--- config.mk ---
export PLATFORM = sky130hd
export DESIGN_NAME = des_round_engine
export DESIGN_NICKNAME = d
export VERILOG_FILES = /design/src/rtl/des_pkg.sv /design/src/rtl/des_round_engine_f.sv /design/src/rtl/des_round_engine.sv
export SDC_FILE = /design/constraint.sdc
export NUM_CORES = 1
export LEC_CHECK = 0
export ABC_AREA = 1
export CAP_MARGIN = 20
export CORE_UTILIZATION = 52
export CTS_CLUSTER_DIAMETER = 200
export DETAILED_ROUTE_END_ITERATION = 10
export PLACE_DENSITY_LB_ADDON = 0.12
export SLEW_MARGIN = 20
export SYNTH_ARGS = -nofsm -noshare
export SYNTH_HDL_FRONTEND = slang
export SYNTH_SLANG_ARGS = --single-unit
--- constraint.sdc ---
create_clock -name clk -period 4.1 [get_ports clk]
set_clock_uncertainty 0.15 [all_clocks]
set_input_delay 0.41 -clock clk [delete_from_list [all_inputs] [get_ports clk]]
set_output_delay 0.41 -clock clk [all_outputs]
set_load 0.05 [all_outputs]
--- src/rtl/des_pkg.sv ---
// DES tables, widths, FSM states and the PC-1/PC-2/rotation helpers.
// Latency: none; the helpers are purely combinational.
// Backpressure: not applicable.
package des_pkg;

  localparam int BLOCK_W  = 64;
  localparam int HALF_W   = 32;
  localparam int KEY_W    = 64;
  localparam int CD_W     = 28;
  localparam int SUBKEY_W = 48;

  typedef enum logic [1:0] {IDLE, ROUND, DONE} state_t;

  // Every table entry is a 1-based FIPS bit number; vector index = bit number - 1.
  localparam int E_TAB [SUBKEY_W] = '{
    32, 1, 2, 3, 4, 5,    4, 5, 6, 7, 8, 9,    8, 9,10,11,12,13,   12,13,14,15,16,17,
    16,17,18,19,20,21,   20,21,22,23,24,25,   24,25,26,27,28,29,   28,29,30,31,32, 1};

  localparam int P_TAB [HALF_W] = '{
    16, 7,20,21, 29,12,28,17,  1,15,23,26,  5,18,31,10,
     2, 8,24,14, 32,27, 3, 9, 19,13,30, 6, 22,11, 4,25};

  localparam int PC1_TAB [2*CD_W] = '{
    57,49,41,33,25,17, 9,  1,58,50,42,34,26,18, 10, 2,59,51,43,35,27, 19,11, 3,60,52,44,36,
    63,55,47,39,31,23,15,  7,62,54,46,38,30,22, 14, 6,61,53,45,37,29, 21,13, 5,28,20,12, 4};

  localparam int PC2_TAB [SUBKEY_W] = '{
    14,17,11,24, 1, 5,  3,28,15, 6,21,10, 23,19,12, 4,26, 8, 16, 7,27,20,13, 2,
    41,52,31,37,47,55, 30,40,51,45,33,48, 44,49,39,56,34,53, 46,42,50,36,29,32};

  // SBOX[box][row*16 + col]
  localparam int SBOX [8][64] = '{
    '{14, 4,13, 1, 2,15,11, 8, 3,10, 6,12, 5, 9, 0, 7,  0,15, 7, 4,14, 2,13, 1,10, 6,12,11, 9, 5, 3, 8,
       4, 1,14, 8,13, 6, 2,11,15,12, 9, 7, 3,10, 5, 0, 15,12, 8, 2, 4, 9, 1, 7, 5,11, 3,14,10, 0, 6,13},
    '{15, 1, 8,14, 6,11, 3, 4, 9, 7, 2,13,12, 0, 5,10,  3,13, 4, 7,15, 2, 8,14,12, 0, 1,10, 6, 9,11, 5,
       0,14, 7,11,10, 4,13, 1, 5, 8,12, 6, 9, 3, 2,15, 13, 8,10, 1, 3,15, 4, 2,11, 6, 7,12, 0, 5,14, 9},
    '{10, 0, 9,14, 6, 3,15, 5, 1,13,12, 7,11, 4, 2, 8, 13, 7, 0, 9, 3, 4, 6,10, 2, 8, 5,14,12,11,15, 1,
      13, 6, 4, 9, 8,15, 3, 0,11, 1, 2,12, 5,10,14, 7,  1,10,13, 0, 6, 9, 8, 7, 4,15,14, 3,11, 5, 2,12},
    '{ 7,13,14, 3, 0, 6, 9,10, 1, 2, 8, 5,11,12, 4,15, 13, 8,11, 5, 6,15, 0, 3, 4, 7, 2,12, 1,10,14, 9,
      10, 6, 9, 0,12,11, 7,13,15, 1, 3,14, 5, 2, 8, 4,  3,15, 0, 6,10, 1,13, 8, 9, 4, 5,11,12, 7, 2,14},
    '{ 2,12, 4, 1, 7,10,11, 6, 8, 5, 3,15,13, 0,14, 9, 14,11, 2,12, 4, 7,13, 1, 5, 0,15,10, 3, 9, 8, 6,
       4, 2, 1,11,10,13, 7, 8,15, 9,12, 5, 6, 3, 0,14, 11, 8,12, 7, 1,14, 2,13, 6,15, 0, 9,10, 4, 5, 3},
    '{12, 1,10,15, 9, 2, 6, 8, 0,13, 3, 4,14, 7, 5,11, 10,15, 4, 2, 7,12, 9, 5, 6, 1,13,14, 0,11, 3, 8,
       9,14,15, 5, 2, 8,12, 3, 7, 0, 4,10, 1,13,11, 6,  4, 3, 2,12, 9, 5,15,10,11,14, 1, 7, 6, 0, 8,13},
    '{ 4,11, 2,14,15, 0, 8,13, 3,12, 9, 7, 5,10, 6, 1, 13, 0,11, 7, 4, 9, 1,10,14, 3, 5,12, 2,15, 8, 6,
       1, 4,11,13,12, 3, 7,14,10,15, 6, 8, 0, 5, 9, 2,  6,11,13, 8, 1, 4,10, 7, 9, 5, 0,15,14, 2, 3,12},
    '{13, 2, 8, 4, 6,15,11, 1,10, 9, 3,14, 5, 0,12, 7,  1,15,13, 8,10, 3, 7, 4,12, 5, 6,11, 0,14, 9, 2,
       7,11, 4, 1, 9,12,14, 2, 0, 6,10,13,15, 3, 5, 8,  2, 1,14, 7, 4,10, 8,13,15,12, 9, 0, 3, 5, 6,11}};

  // Per-round rotation of C and D; decrypt round 1 uses the unrotated C0/D0.
  localparam logic [1:0] SHIFT_ENC [16] = '{2'd1, 2'd1, 2'd2, 2'd2, 2'd2, 2'd2, 2'd2, 2'd2,
                                            2'd1, 2'd2, 2'd2, 2'd2, 2'd2, 2'd2, 2'd2, 2'd1};
  localparam logic [1:0] SHIFT_DEC [16] = '{2'd0, 2'd1, 2'd2, 2'd2, 2'd2, 2'd2, 2'd2, 2'd2,
                                            2'd1, 2'd2, 2'd2, 2'd2, 2'd2, 2'd2, 2'd2, 2'd1};

  // Result index 0..27 is C, 28..55 is D.
  function automatic logic [2*CD_W-1:0] pc1(input logic [KEY_W-1:0] key);
    logic [2*CD_W-1:0] cd;
    cd = '0;
    for (int j = 0; j < 2*CD_W; j++) cd[j] = key[PC1_TAB[j]-1];
    return cd;
  endfunction

  function automatic logic [SUBKEY_W-1:0] pc2(input logic [2*CD_W-1:0] cd);
    logic [SUBKEY_W-1:0] k;
    k = '0;
    for (int j = 0; j < SUBKEY_W; j++) k[j] = cd[PC2_TAB[j]-1];
    return k;
  endfunction

  // Index 0 is the leftmost FIPS bit, so a FIPS left rotate is a numeric right rotate.
  function automatic logic [CD_W-1:0] rot_cd(input logic [CD_W-1:0] x, input logic [1:0] s,
                                             input logic right);
    logic [CD_W-1:0] y;
    if (right) y = (x << s) | (x >> (CD_W - int'(s)));
    else       y = (x >> s) | (x << (CD_W - int'(s)));
    return y;
  endfunction

endpackage

--- src/rtl/des_round_engine_f.sv ---
// DES round function f(R,K) = P(S(E(R) xor K)).
// Latency: combinational, single cycle.
// Backpressure: not applicable.
module des_f_function
  import des_pkg::*;
(
  input  logic [HALF_W-1:0]   r,
  input  logic [SUBKEY_W-1:0] k,
  output logic [HALF_W-1:0]   f
);

  logic [SUBKEY_W-1:0] x;
  logic [HALF_W-1:0]   s_out;
  logic [1:0]          row;
  logic [3:0]          col;
  logic [3:0]          sv;

  // Expand, mix with the subkey, substitute through the eight S-boxes, permute.
  always_comb begin
    x     = '0;
    s_out = '0;
    f     = '0;
    row   = '0;
    col   = '0;
    sv    = '0;
    for (int j = 0; j < SUBKEY_W; j++) x[j] = r[E_TAB[j]-1] ^ k[j];
    for (int m = 0; m < 8; m++) begin
      row = {x[6*m], x[6*m+5]};
      col = {x[6*m+1], x[6*m+2], x[6*m+3], x[6*m+4]};
      sv  = 4'(SBOX[m][{row, col}]);
      s_out[4*m]   = sv[3];
      s_out[4*m+1] = sv[2];
      s_out[4*m+2] = sv[1];
      s_out[4*m+3] = sv[0];
    end
    for (int j = 0; j < HALF_W; j++) f[j] = s_out[P_TAB[j]-1];
  end

endmodule

--- src/rtl/des_round_engine.sv ---
// Iterative 16-round DES Feistel core with on-the-fly key schedule.
// Latency: out_valid rises 16 edges after the accepting edge; 18 cycles/block minimum.
// Backpressure: in_ready low while busy; result held in DONE until out_ready.
module des_round_engine
  import des_pkg::*;
#(
  parameter int ROUNDS = 16
) (
  input  logic               clk,
  input  logic               rst,
  input  logic               in_valid,
  output logic               in_ready,
  input  logic [BLOCK_W-1:0] in_block,
  input  logic [KEY_W-1:0]   in_key,
  input  logic               in_decrypt,
  output logic               out_valid,
  input  logic               out_ready,
  output logic [BLOCK_W-1:0] out_block,
  output logic               busy
);

  state_t              state_q, state_d;
  logic [HALF_W-1:0]   l_q, r_q, f_out;
  logic [CD_W-1:0]     c_q, d_q, c_rot, d_rot;
  logic [2*CD_W-1:0]   cd_in;
  logic [SUBKEY_W-1:0] k_n;
  logic [1:0]          shamt;
  logic [4:0]          rnd_q;
  logic                mode_q;
  logic                accept;
  logic                key_parity_unused;

  // Parity bits 8,16,...,64 never reach PC-1.
  assign key_parity_unused = ^{in_key[7], in_key[15], in_key[23], in_key[31],
                               in_key[39], in_key[47], in_key[55], in_key[63]};

  assign cd_in     = pc1(in_key);
  assign accept    = in_valid && in_ready;
  assign out_block = {l_q, r_q};

  // Rotate the registered C/D for the current round and derive its subkey.
  always_comb begin
    shamt = mode_q ? SHIFT_DEC[rnd_q[3:0]] : SHIFT_ENC[rnd_q[3:0]];
    c_rot = rot_cd(c_q, shamt, mode_q);
    d_rot = rot_cd(d_q, shamt, mode_q);
    k_n   = pc2({d_rot, c_rot});
  end

  des_f_function u_f (
    .r (r_q),
    .k (k_n),
    .f (f_out)
  );

  // State register.
  always_ff @(posedge clk or posedge rst) begin
    if (rst) state_q <= IDLE;
    else     state_q <= state_d;
  end

  // Next-state and handshake outputs.
  always_comb begin
    state_d   = state_q;
    in_ready  = 1'b0;
    out_valid = 1'b0;
    busy      = (state_q != IDLE);
    case (state_q)
      IDLE: begin
        in_ready = 1'b1;
        if (in_valid) state_d = ROUND;
      end
      ROUND: begin
        if (rnd_q == 5'(ROUNDS-1)) state_d = DONE;
      end
      DONE: begin
        out_valid = 1'b1;
        if (out_ready) state_d = IDLE;
      end
      default: state_d = IDLE;
    endcase
  end

  // Datapath: load on accept, one Feistel round per cycle in ROUND, hold otherwise.
  always_ff @(posedge clk or posedge rst) begin
    if (rst) begin
      l_q    <= '0;
      r_q    <= '0;
      c_q    <= '0;
      d_q    <= '0;
      rnd_q  <= '0;
      mode_q <= 1'b0;
    end else if (accept) begin
      l_q    <= in_block[HALF_W-1:0];
      r_q    <= in_block[BLOCK_W-1:HALF_W];
      c_q    <= cd_in[CD_W-1:0];
      d_q    <= cd_in[2*CD_W-1:CD_W];
      rnd_q  <= '0;
      mode_q <= in_decrypt;
    end else if (state_q == ROUND) begin
      l_q   <= r_q;
      r_q   <= l_q ^ f_out;
      c_q   <= c_rot;
      d_q   <= d_rot;
      rnd_q <= rnd_q + 5'd1;
    end
  end

  rounds_legal: assert property (@(posedge clk) disable iff (rst) ROUNDS == 16);

endmodule

==> impl_metrics.toml <==
[floorplan]
rows = 61
coreArea_sq_um = 27780
start_util = 0.5280
ios = 200
die_h_microns = 170.0
die-area_sq_um = 28880
die_x_microns = 170.0

[sta]
rsz0062_at_grt = "true"
worst_pin_slew_ps = 858.3
fmax_mhz = 257.5
slew-limit-headroom = 0.4278
hold_viol_final = 0
setup_violations = 0
hold_ws_ps = 365.1
post-route-period-util = 0.9473
slew_violations = 0
fin_crit_ps = 3884

[synthesis]
syn-cell-area_sq_um = 14670
yosys_warnings = 0
synth_cell_type_count = 42
synth-edff-count = 0
yosysTopAreaCellShare = 0.2523
seq_area_frac_synth = 0.2184
synth_top_cell_by_area = "nand2_1"
ys_ff_latch = 128
synth_flop_cell = "dfrtp_1"
synthTopCellsByArea = "nand2_1 (25%), dfrtp_1 (22%), nand3_1 (20%)"
synth_nets = 2712
synth_area_per_cell_sq_um = 5.819
syn_inst = 2521
synthArstFlopShare = 1.000

[route]
viasPerCell = 5.949
wl_met1_mm = 22.72
routed.top_layer = "met4"
wl_met2_mm = 25.28
first_pass_iters = 8
via_count = 18060
wirelength_mm = 56.76
wl_met3_mm = 4.976
wl_per_cell_microns = 18.70
ant_nets = 0
route.detailed.drc = 0
initialDrtViolationCount = 2258

[clock_network]
holdBufCountCts = 0
cts_buffer_depth = 2
clkSlewWorstSetupHoldPaths_ps = 60
post-cts-setup-buffers = 0
cts_inserted_buffers = 17
cts_tree = "done"
root_buffer = "clkbuf_16"
cts.sinks = 128
clk_latency_ps = 430
h-tree-depth = 4

[final_layout]
fillCellCount = 2727
layout.nets = 2838
final_area_sq_um = 17410
area_growth_pct = 18.70
finalNonFillerCells = 3036
drive_above_1_share = 0.06135
multi_input_area_sq_um = 9873
fin_util = 0.6267
regArea_sq_um = 3206

[worst_setup_path]
crit_path_end_kind = "flip-flop"
path_max_fanout = 9
r2r-end = "r_q[6]"
crit_arrival_ps = 4040
rr_startpoint = "rnd_q[1]"
r2r_cells = 26
ff2ff_setup_slack_ps = 220
cp_data_required_time_ps = 4260
worstSetupStartpointType = "flip-flop"
crit_type = "reg -> reg"

[hold_path]
hold_depth = 1
min_from = "state_q[0]"
worstHoldPathType = "reg -> reg"
hold_end = "state_q[1]"

[placement]
io_buffers = 191
placed_area_sq_um = 16770
dpl.hpwl_mm = 42.13
gp_congestion = 0.9792
place_inst = 3005

[grt]
grt_overflow = 0
grt_pass1_wl_mm = 88.73
grt_max_degree = 119
antenna_found_initial = 0
grt_pass1_vias = 16507
grt_use_total = 0.3942

[outcome]
status = "complete, no violations"

[job]
max_cap_viol_count = 0
## critical path: stages (launching register included)
cell,delay (ps)
dfrtp_1,420
inv_1,140
ha_1,170
inv_1,40
nand2_1,60
nand3_2,110
nand2_4,180
inv_2,60
ha_1,290
nor2_1,40
buf_4,160
nand2_1,70
nand3_1,120
buf_4,230
nand3_1,90
nand2_2,130
ha_1,350
inv_1,130
nand2_2,120
nand2_1,100
nand2_1,60
nand3_1,80
nand3_1,180
nand2_1,110
nand2_1,50
nand3_1,60
nand2_1,70
## metal layers
| metal | track usage | vias up |
|---|---|---|
| met4 | 0.2601 | 0 |
| met2 | 0.6180 | 977 |
| met5 | 0 | - |
| met1 | 0.5025 | 8296 |
| met3 | 0.06116 | 183 |
| li1 | - | 8604 |
## cell type report
class	count	area share
Clock buffer	23	0.02803
Sequential cell	128	0.1841
Timing Repair Buffer	227	0.1318
Multi-Input combinational cell	2005	0.5670
Tap cell	378	0.02716
Clock inverter	6	0.003377
Inverter	268	0.05835
Antenna cell	1	0.0001437
## cells by family (layout without fill, tap and decap cells)
family	after synthesis	in the layout	synth area share
and+or+nand+nor	1648	1648	0.4807
buffers and inverters	388	524	0.1132
other	0	1	0
DFF	128	128	0.2184
adders and majority gates	58	58	0.04947
AOI/OAI and AO/OA	291	291	0.1320
xor gates and xnor gates	8	8	0.006312
## cells in the final DEF, fill, tap and decap left out, types with 28 or more instances in the layout
cell type and n:
a21oi_1 32, o21ai_1 43, inv_1 235, nand3_1 574
nand2_1 978, dfrtp_1 126, nor2_1 39, o21ai_0 71
o211ai_1 44, clkdlybuf4s50_1 191, ha_1 57, buf_4 28
o221ai_1 73, nand2_2 37, inv_2 28
## state kept, by name (all words and copies together), names as in the netlist
| signal | flops |
|---|---|
| l_q | 32 |
| r_q | 32 |
| c_q | 28 |
| d_q | 28 |
| rnd_q | 5 |
| state_q | 2 |
| mode_q | 1 |
## repair_timing
item,in CTS,in global routing
hold endpoints to repair,0,0
setup endpoints to repair,0,17
resized for setup,0,17
## how the worst max path moves through the flow
stage,from,end,slack [ps],depth (start not counted)
global placement,rnd_q[1],r_q[27],270,26
CTS,rnd_q[1],r_q[17],150,26
global route,rnd_q[1],r_q[4],-10,27
finish,rnd_q[1],r_q[6],220,26
detailed placement,rnd_q[1],r_q[17],190,26
floorplan,rnd_q[1],r_q[23],3,27
## synthesized netlist by cell type (2+ instances only)
cell type / count
nand2_1: 986
nand3_1: 577
inv_1: 237
dfrtp_1: 128
o221ai_1: 73
o21ai_0: 71
ha_1: 58
clkbuf_1: 45
o211ai_1: 44
o21ai_1: 43
nor2_1: 40
a21oi_1: 32
buf_2: 31
nand2_2: 30
inv_2: 29
buf_4: 22
buf_1: 11
buf_6: 11
nand3_2: 7
o21ai_2: 7
xor2_1: 5
o22ai_1: 4
a31oi_1: 3
o211ai_2: 3
xor2_2: 3
a211oi_1: 2
clkinv_1: 2
o31ai_1: 2
or2_1: 2
## metrics by stage
stage               worst slack [ps]  setup TNS, ps
global placement               274.3              0
floorplan                      3.453              0
global route                  -10.40         -13.18
finish                         216.0              0
CTS                            151.9              0
detailed placement             187.1              0
Power is left out: the tool's default activity adds up to more than one toggle a clock period on the data nets, which glitch-free logic cannot reach.
